File: config.mk
export PLATFORM = sky130hd
export DESIGN_NAME = bus_toggle_arb_flat
export DESIGN_NICKNAME = d
export VERILOG_FILES = /design/src/rtl/bus_toggle_arb_pkg.sv /design/src/rtl/bus_toggle_arb_if.sv /design/src/rtl/bus_toggle_arb_toggle_cost_calc.sv /design/src/rtl/bus_toggle_arb.sv /design/src/flat_wrapper.sv
export SDC_FILE = /design/constraint.sdc
export NUM_CORES = 1
export LEC_CHECK = 0
export CAP_MARGIN = 20
export CORE_MARGIN = 5
export CORE_UTILIZATION = 30
export DETAILED_ROUTE_END_ITERATION = 10
export PLACE_DENSITY_LB_ADDON = 0.3
export RECOVER_POWER = 50
export SETUP_SLACK_MARGIN = 0.5
export SLEW_MARGIN = 30
export SYNTH_ARGS = -nofsm -noshare
export SYNTH_HDL_FRONTEND = slang
export SYNTH_SLANG_ARGS = --single-unit
File: constraint.sdc
create_clock -name clk -period 8.9 [get_ports clk]
set_input_delay 1.78 -clock clk [delete_from_list [all_inputs] [get_ports clk]]
set_output_delay 1.78 -clock clk [all_outputs]
set_load 0.1 [all_outputs]
File: src/rtl/bus_toggle_arb_pkg.sv
// Shared types and helpers for the switching-activity bus scheduler.
package bus_toggle_arb_pkg;
  localparam int NBITS = 8;

  typedef logic [NBITS-1:0] msg_t;

  function automatic logic [3:0] popcount8(input msg_t v);
    logic [3:0] c;
    c = '0;
    for (int i = 0; i < NBITS; i++) begin
      c = c + {3'b000, v[i]};
    end
    return c;
  endfunction
endpackage

File: src/rtl/bus_toggle_arb_if.sv
// Requester/bus handshake bundle; slave is the scheduler's view, master the producers'/bus side.
interface bus_toggle_arb_if;
  import bus_toggle_arb_pkg::*;

  logic in0_val;
  logic in0_rdy;
  msg_t in0_msg;
  logic in1_val;
  logic in1_rdy;
  msg_t in1_msg;
  logic out_val;
  msg_t out_msg;

  modport slave (
    input  in0_val, in0_msg, in1_val, in1_msg,
    output in0_rdy, in1_rdy, out_val, out_msg
  );

  modport master (
    output in0_val, in0_msg, in1_val, in1_msg,
    input  in0_rdy, in1_rdy, out_val, out_msg
  );
endinterface

File: src/rtl/bus_toggle_arb_toggle_cost_calc.sv
// Switching cost of replacing bus value b with a: number of bit lanes that toggle.
module toggle_cost_calc
  import bus_toggle_arb_pkg::*;
(
  input  msg_t       a,
  input  msg_t       b,
  output logic [3:0] cost
);
  msg_t diff;

  for (genvar gi = 0; gi < NBITS; gi++) begin : g_diff
    assign diff[gi] = a[gi] ^ b[gi];
  end

  assign cost = popcount8(diff);
endmodule

File: src/rtl/bus_toggle_arb.sv
// Two-requester bus scheduler that only issues a transfer when the toggle budget covers it.
// Optional build macro BUS_TOGGLE_ARB_STATS_EN adds a saturating stall-cycle counter output.
module bus_toggle_arb
  import bus_toggle_arb_pkg::*;
#(
  parameter int MAX_CREDITS = 16,
  parameter int REFILL      = 2,
  localparam int CW         = $clog2(MAX_CREDITS + 1)
) (
  input  logic          clk,
  input  logic          reset,
  bus_toggle_arb_if.slave bus,
  output logic [CW-1:0] credits,
  output logic          stall
`ifdef BUS_TOGGLE_ARB_STATS_EN
  ,
  output logic [15:0]   stall_count
`endif
);
  if (MAX_CREDITS < 8) begin : g_bad_max
    $error("bus_toggle_arb: MAX_CREDITS must be >= 8");
  end
  if (REFILL < 1 || REFILL > MAX_CREDITS) begin : g_bad_refill
    $error("bus_toggle_arb: REFILL must be in 1..MAX_CREDITS");
  end

  localparam logic [CW:0] MAX_W    = (CW + 1)'(MAX_CREDITS);
  localparam logic [CW:0] REFILL_W = (CW + 1)'(REFILL);

  msg_t          out_msg_reg;
  logic          out_val_reg;
  logic [CW-1:0] credits_reg;
  logic          prio_reg;

  logic          cand_val;
  logic          sel1;
  msg_t          cand_msg;
  logic [3:0]    cost;
  logic [CW:0]   cost_ext;
  logic [CW:0]   sum;
  logic          grant;
  logic [CW-1:0] credits_next;

  toggle_cost_calc u_cost (
    .a    (cand_msg),
    .b    (out_msg_reg),
    .cost (cost)
  );

  // Head-of-line: the prio requester, if valid, is the only candidate; no bypass on stall.
  always_comb begin
    cand_val     = bus.in0_val | bus.in1_val;
    sel1         = prio_reg ? bus.in1_val : !bus.in0_val;
    cand_msg     = sel1 ? bus.in1_msg : bus.in0_msg;
    cost_ext     = (CW + 1)'(cost);
    grant        = cand_val && ({1'b0, credits_reg} >= cost_ext);
    sum          = grant ? ({1'b0, credits_reg} - cost_ext + REFILL_W)
                         : ({1'b0, credits_reg} + REFILL_W);
    credits_next = (sum > MAX_W) ? MAX_W[CW-1:0] : sum[CW-1:0];
  end

  always_ff @(posedge clk) begin
    if (reset) begin
      out_msg_reg <= '0;
      out_val_reg <= 1'b0;
      credits_reg <= MAX_W[CW-1:0];
      prio_reg    <= 1'b0;
    end else begin
      out_val_reg <= grant;
      credits_reg <= credits_next;
      if (grant) begin
        out_msg_reg <= cand_msg;
        prio_reg    <= !sel1;
      end
    end
  end

  assign bus.in0_rdy = grant && !sel1;
  assign bus.in1_rdy = grant && sel1;
  assign bus.out_val = out_val_reg;
  assign bus.out_msg = out_msg_reg;
  assign credits     = credits_reg;
  assign stall       = cand_val && !grant;

`ifdef BUS_TOGGLE_ARB_STATS_EN
  logic [15:0] stall_count_reg;

  always_ff @(posedge clk) begin
    if (reset) begin
      stall_count_reg <= '0;
    end else if (stall && stall_count_reg != 16'hFFFF) begin
      stall_count_reg <= stall_count_reg + 16'd1;
    end
  end

  assign stall_count = stall_count_reg;
`endif
endmodule

File: src/flat_wrapper.sv
// flat-port wrapper written by rule: the top's interface ports become plain ports
module bus_toggle_arb_flat import bus_toggle_arb_pkg::*;
#(
  parameter int MAX_CREDITS = 16,
  parameter int REFILL      = 2,
  localparam int CW         = $clog2(MAX_CREDITS + 1)
)
  (clk, reset, credits, stall, bus_in0_val, bus_in0_msg, bus_in1_val, bus_in1_msg, bus_in0_rdy, bus_in1_rdy, bus_out_val, bus_out_msg);
  bus_toggle_arb_if bus_i ();
  input  logic clk;
  input  logic reset;
  output logic [CW-1:0] credits;
  output logic stall;
  input wire logic [$bits(bus_i.in0_val)-1:0] bus_in0_val;
  input wire logic [$bits(bus_i.in0_msg)-1:0] bus_in0_msg;
  input wire logic [$bits(bus_i.in1_val)-1:0] bus_in1_val;
  input wire logic [$bits(bus_i.in1_msg)-1:0] bus_in1_msg;
  output wire logic [$bits(bus_i.in0_rdy)-1:0] bus_in0_rdy;
  output wire logic [$bits(bus_i.in1_rdy)-1:0] bus_in1_rdy;
  output wire logic [$bits(bus_i.out_val)-1:0] bus_out_val;
  output wire logic [$bits(bus_i.out_msg)-1:0] bus_out_msg;
  assign bus_i.in0_val = bus_in0_val;
  assign bus_i.in0_msg = bus_in0_msg;
  assign bus_i.in1_val = bus_in1_val;
  assign bus_i.in1_msg = bus_in1_msg;
  assign bus_in0_rdy = bus_i.in0_rdy;
  assign bus_in1_rdy = bus_i.in1_rdy;
  assign bus_out_val = bus_i.out_val;
  assign bus_out_msg = bus_i.out_msg;
  bus_toggle_arb #(.MAX_CREDITS(MAX_CREDITS), .REFILL(REFILL)) u_core (.clk(clk), .reset(reset), .bus(bus_i), .credits(credits), .stall(stall));
endmodule
After elaboration in Yosys (flattened, before gate mapping)
Index checks and enable logic that the tools add are counted.
{"block": "totals", "register_bits": 15}
{"block": "classes", "add_sub_neg": 10, "n_reduce_logical": 8, "n_mux": 3, "order_cmp": 2, "n_bitwise": 9}
{"op": "4-bit by 1-bit adder with 4-bit output", "count": 4}
{"op": "8-bit two-way mux", "count": 1}
{"op": "1-bit XOR", "count": 8}
{"op": "5-bit by 2-bit adder with 6-bit output (second input constant)", "count": 1}
{"op": "6-bit by 2-bit adder with 6-bit output (second input constant)", "count": 1}
{"op": "6-bit by 5-bit greater-than comparator with 1-bit output (second input constant)", "count": 1}
{"op": "6-bit two-way mux", "count": 1}
{"op": "5-bit by 4-bit subtractor with 6-bit output", "count": 1}
{"op": "5-bit by 4-bit greater-or-equal comparator with 1-bit output", "count": 1}
{"op": "3-bit by 1-bit adder with 4-bit output", "count": 1}
{"op": "1-bit logical AND", "count": 4}
{"op": "2-bit by 1-bit adder with 3-bit output", "count": 1}
{"op": "1-bit zero test", "count": 3}
{"op": "1-bit by 1-bit adder with 2-bit output", "count": 1}
{"op": "2-bit OR reduction", "count": 1}
{"op": "1-bit two-way mux", "count": 1}
{"op": "1-bit OR", "count": 1}

Logic depth before layout (Yosys ltp)
{"block": "logic_depth", "word_depth": 16, "depth_mapped": 21}

By module
A second synthesis with hierarchy kept.
{"block": "hier_totals", "hier_cells": 154, "area_unflattened_um2": 1395.1}
{"mod": "bus_toggle_arb", "seq_area_each_um2": 300.3, "cells_each": 128, "area_each_um2": 1157.4, "n_inst": 1}
{"mod": "toggle_cost_calc", "seq_area_each_um2": 0.0, "cells_each": 26, "area_each_um2": 237.7, "n_inst": 1}

Least setup slack after synthesis
OpenSTA, ideal clock, no wires.
{"block": "synth_timing", "kind": "in2out", "startpoint": "in bus_in1_val", "endpoint": "out stall", "setup_slack_ps": 133, "n_path_buf": 0, "t_arrival_ps": 6987, "stages": 16, "t_required_ps": 7120, "cell_sequence": "inv_1 > mux2i_4 > mux2i_1 > xnor2_1 > fa_1 > fa_1 > inv_1 > fa_1 > inv_1 > ha_1 > fa_1 > xnor2_1 > ha_1 > nand2_1 > o2111ai_2 > a21oi_1"}
{"block": "synth_via", "elab_chain_len": 14}
{"element": "from (decl)", "line_no": "flat_wrapper.sv:16", "source": "input wire logic [$bits(bus_i.in1_val)-1:0] bus_in1_val;"}
{"element": "1-bit two-way mux", "line_no": "bus_toggle_arb.sv:53", "source": "sel1 = prio_reg ? bus.in1_val : !bus.in0_val;"}
{"element": "8-bit two-way mux", "line_no": "bus_toggle_arb.sv:54", "source": "cand_msg = sel1 ? bus.in1_msg : bus.in0_msg;"}
{"element": "1-bit XOR", "line_no": "bus_toggle_arb_toggle_cost_calc.sv:12", "source": "assign diff[gi] = a[gi] ^ b[gi];"}
{"element": "1-bit by 1-bit adder with 2-bit output", "line_no": "bus_toggle_arb_pkg.sv:11", "source": "c = c + {3'b000, v[i]};"}
{"element": "2-bit by 1-bit adder with 3-bit output", "line_no": "bus_toggle_arb_pkg.sv:11"}
{"element": "3-bit by 1-bit adder with 4-bit output", "line_no": "bus_toggle_arb_pkg.sv:11"}
{"element": "4-bit by 1-bit adder with 4-bit output (4 in series)", "line_no": "bus_toggle_arb_pkg.sv:11"}
{"element": "5-bit by 4-bit greater-or-equal comparator with 1-bit output", "line_no": "bus_toggle_arb.sv:56", "source": "grant = cand_val && ({1'b0, credits_reg} >= cost_ext);"}
{"element": "1-bit logical AND", "line_no": "bus_toggle_arb.sv:56"}
{"element": "1-bit zero test", "line_no": "bus_toggle_arb.sv:83", "source": "assign stall = cand_val && !grant;"}
{"element": "1-bit logical AND (*)", "line_no": "bus_toggle_arb.sv:83"}
{"element": "to (decl)", "line_no": "flat_wrapper.sv:13", "source": "output logic stall;"}
Every way passes the cells marked *; elsewhere a longest branch is shown, timed or not.

Worst setup path after layout
{"block": "layout_timing", "startpoint": "in bus_in1_val", "endpoint": "out bus_in0_rdy"}
{"block": "layout_via", "elab_chain_len": 13}
{"element": "1-bit two-way mux", "line_no": "bus_toggle_arb.sv:53"}
{"element": "8-bit two-way mux", "line_no": "bus_toggle_arb.sv:54"}
{"element": "1-bit XOR", "line_no": "bus_toggle_arb_toggle_cost_calc.sv:12"}
{"element": "1-bit by 1-bit adder with 2-bit output", "line_no": "bus_toggle_arb_pkg.sv:11"}
{"element": "2-bit by 1-bit adder with 3-bit output", "line_no": "bus_toggle_arb_pkg.sv:11"}
{"element": "3-bit by 1-bit adder with 4-bit output", "line_no": "bus_toggle_arb_pkg.sv:11"}
{"element": "4-bit by 1-bit adder with 4-bit output (4 in series)", "line_no": "bus_toggle_arb_pkg.sv:11"}
{"element": "5-bit by 4-bit greater-or-equal comparator with 1-bit output", "line_no": "bus_toggle_arb.sv:56"}
{"element": "1-bit logical AND", "line_no": "bus_toggle_arb.sv:56"}
{"element": "1-bit logical AND (*)", "line_no": "bus_toggle_arb.sv:78", "source": "assign bus.in0_rdy = grant && !sel1;"}
{"element": "to (decl)", "line_no": "flat_wrapper.sv:18", "source": "output wire logic [$bits(bus_i.in0_rdy)-1:0] bus_in0_rdy;"}
Marked as above.

==> out/results.tsv <==
stage	metric	value	unit
outcome	run_status	complete, no violations	
job	maxCapViolCount	0	
cts	numCtsBuffers	3	
worst_setup_path	crit_family	adder cells	
hold_path	whs_path_depth	1	
layout	drive_above_1_share	25.84	%
place	dpl.hpwl	2351	um
worst_setup_path	crit_buf_inv	6	
sta	finalCriticalPeriod	8.012	ns
worst_setup_path	critical-path-max-stage-delay	0.55	ns
worst_setup_path	r2r_slack	2.84	ns
yosys	yosys.cell_count.top_type	inv_1	
layout	area_delta_synth_final	46.23	%
cts	cts_tree	built	
layout	num_antenna_cells	0	
worst_setup_path	r2r-start	u_core.prio_reg	
yosys	synth_top_flop_cell	dfxtp_1	
yosys	syn_nets	169	
hold_path	min_to	u_core.credits[0]	
drt	drc	0	
yosys	synthMuxAreaShare	7.930	%
sta	fin_skew	0.007615	ns
worst_setup_path	end_kind	output port	
drt	dr.pass1.iters	4	
yosys	ys_top_cells_by_count	inv_1 (19), dfxtp_1 (15), ha_1 (15)	
die	die-area	5726	um^2
yosys	synth_edf_count	0	
sta	finalSetupViolations	0	
cts	numClockSinks	15	
worst_setup_path	worstPathCellList	dlymetal6s2s_1 -> inv_2 -> mux2i_4 -> mux2i_2 -> xnor2_1 -> fa_1 -> fa_1 -> inv_1 -> fa_1 -> inv_1 -> ha_2 -> fa_2 -> inv_1 -> ha_1 -> nand2_1 -> o2111ai_2 -> and3b_4 -> and2b_2 -> buf_12	
global_route	antenna_found_initial	0	
yosys	synthCells	129	
yosys	avgSynthCellArea	10.03	um^2
cts	cts.clk_slew.worst_paths	0.06	ns
sta	relSlewSlack	31.04	%
drt	finalWirelength	3108	um
cts	insertion_delay	0.25	ns
yosys	ys_types	33	
die	pin_count	37	
cts	postCtsHoldBufs	0	
drt	wl_per_cell	13.63	um
die	die_y	75.67	um
layout	num-nets-final	219	
sta	post-route-period-util	90.03	%
yosys	synth.yosys.seq_area_share	23.21	%
global_route	track_usage	11.79	%
worst_setup_path	cp_max_fo	4	
die	core_area	4086	um^2
worst_setup_path	reg2reg_depth	20	
layout	largest_reg_flops	8	
yosys	synth_compound_area_share	17.89	%
drt	drtAntennaViolNets	0	
die	fp.dieW	75.67	um
cts	cts_buffer_depth	2	
hold_path	hp-class	register to register	
sta	drv_slew	0	
drt	routed-wl-met3	277	um
yosys	synthXorXnorAreaFrac	7.447	%
drt	vias	1071	
drt	wl_met2	1473	um
die	initial_utilization	31.66	%
yosys	synth_top_family_by_area	adder cells	
yosys	synthTopCellsByArea	dfxtp_1 (23%), ha_1 (15%), a211oi_2 (7.7%), fa_1 (7.7%), mux2i_1 (6.2%)	
global_route	grt_overflow	0	
hold_path	hold_start	u_core.credits[0]	
worst_setup_path	crit_arrival	6.23	ns
yosys	syn_area	1294	um^2
global_route	grt_pass1_vias	1139	
drt	drt-met1-wl	1271	um
sta	tns	0	ns
global_route	grt_max_degree	19	
worst_setup_path	startpoint_type	input pin	
worst_setup_path	crit_type	input pin to output port	
yosys	async_flop_share	0	%
place	portBuffers	36	
worst_setup_path	setup.worst_path.start	bus_in1_val	
worst_setup_path	cpMaxStageDelayCell	fa_1	
yosys	synthSimpleGateAreaFrac	12.19	%
sta	clock.fmax	0.1248	GHz
worst_setup_path	r2r-end	u_core.credits[1]	
yosys	synth_top_area_cell	dfxtp_1	
drt	routed.top_layer	met4	
worst_setup_path	cp_data_required_time	7.12	ns
yosys	yosys_register_bits	15	
yosys	synth_fa_ha_area_share	22.24	%
cts	cts_root_buf	clkbuf_8	
drt	post_drt_via_cell_ratio	4.697	
yosys	ys_warn_count	0	
die	num_rows	23	
place	gp_congestion	0.8572	
sta	rsz0062_at_grt	false	
sta	hold_viol	0	
yosys	netlist.area_leader.share	23.21	%
drt	drt_iter0_markers	29	
sta	worst_pin_slew	1.034	ns
global_route	grt_first_pass_wirelength	5043	um
cts	htreeDepth	1	
stage by stage:
stage          instances  util [%]  worst slack [ns]  cell area (um^2)  hold WS [ns]
3_5_place_dp         213     42.13            0.2652              1722        0.5020
3_3_place_gp         213     42.13            0.4178              1722        0.4933
4_1_cts              225     45.25            0.5070              1849        0.5166
6_report             228     46.30            0.8877              1892        0.5036
2_1_floorplan        129         -            0.5861              1300        0.5310
5_1_grt              228     46.30            0.6218              1892        0.5339
worst reg2reg max path: stages, from the launching register on:
cell and delay [ns]:
dfxtp_1 0.40, mux2i_4 0.39, mux2i_2 0.32, xnor2_1 0.18, fa_1 0.48, fa_1 0.55
inv_1 0.06, fa_1 0.53, inv_1 0.05, ha_2 0.19, fa_2 0.53, inv_1 0.04
ha_1 0.26, nand2_1 0.05, o2111ai_2 0.21, and3b_4 0.23, buf_4 0.10, buf_4 0.10
clkbuf_1 0.76, nor2b_4 0.38, a32o_1 0.19
routing by layer:
metal	up-vias	GRT usage [%]
li1	547	-
met3	9	3.298
met5	-	0
met2	33	20.13
met4	0	6.408
met1	482	13.20
kinds of logic after synthesis:
group                      after synthesis
AOI/OAI and AO/OA                       25
xor gates and xnor gates                11
adders and majority gates               20
buffers and inverters                   23
DFF                                     15
muxes                                    9
and+or+nand+nor                         26
placed cells by master (no fill, tap or decap), types with 2 or more instances in the layout:
cell	instances
a211oi_2	8
a21o_1	2
a21oi_1	6
a32o_1	4
buf_12	3
buf_4	12
clkbuf_1	2
clkbuf_8	3
clkdlybuf4s50_1	17
dfxtp_1	15
dlygate4sd3_1	14
dlymetal6s2s_1	2
fa_1	4
ha_1	14
inv_1	18
mux2i_1	5
mux2i_2	2
mux2i_4	2
nand2_1	4
nor2_1	9
nor3_2	2
xnor2_1	6
xnor2_2	2
xor2_1	3
cell type report:
cell class / count / area [um^2]
Inverter: 19 / 71.32
Fill cell: 395 / 2195
Timing Repair Buffer: 49 / 489.2
Clock buffer: 4 / 45.04
Multi-Input combinational cell: 91 / 923.4
Sequential cell: 15 / 300.3
Tap cell: 50 / 62.56
timing repair:
item,CTS,global route
gates resized for setup,6,6
gates cloned,0,0
pin swaps,5,5
setup endpoints to repair,2,3
buffers inserted,8,3
how the worst max path moves through the flow:
stage | endpoint | slack (ns) | cells after the start
final | bus_in0_rdy | 0.89 | 19
after floorplan | bus_in0_rdy | 0.59 | 19
after global routing | bus_in0_rdy | 0.62 | 18
after global placement | bus_in1_rdy | 0.42 | 19
after detailed placement | bus_in1_rdy | 0.27 | 19
after CTS | bus_in0_rdy | 0.51 | 19
Power is not shown: default switching activity piles up to over one toggle a cycle in this logic, so the estimate is an artifact.
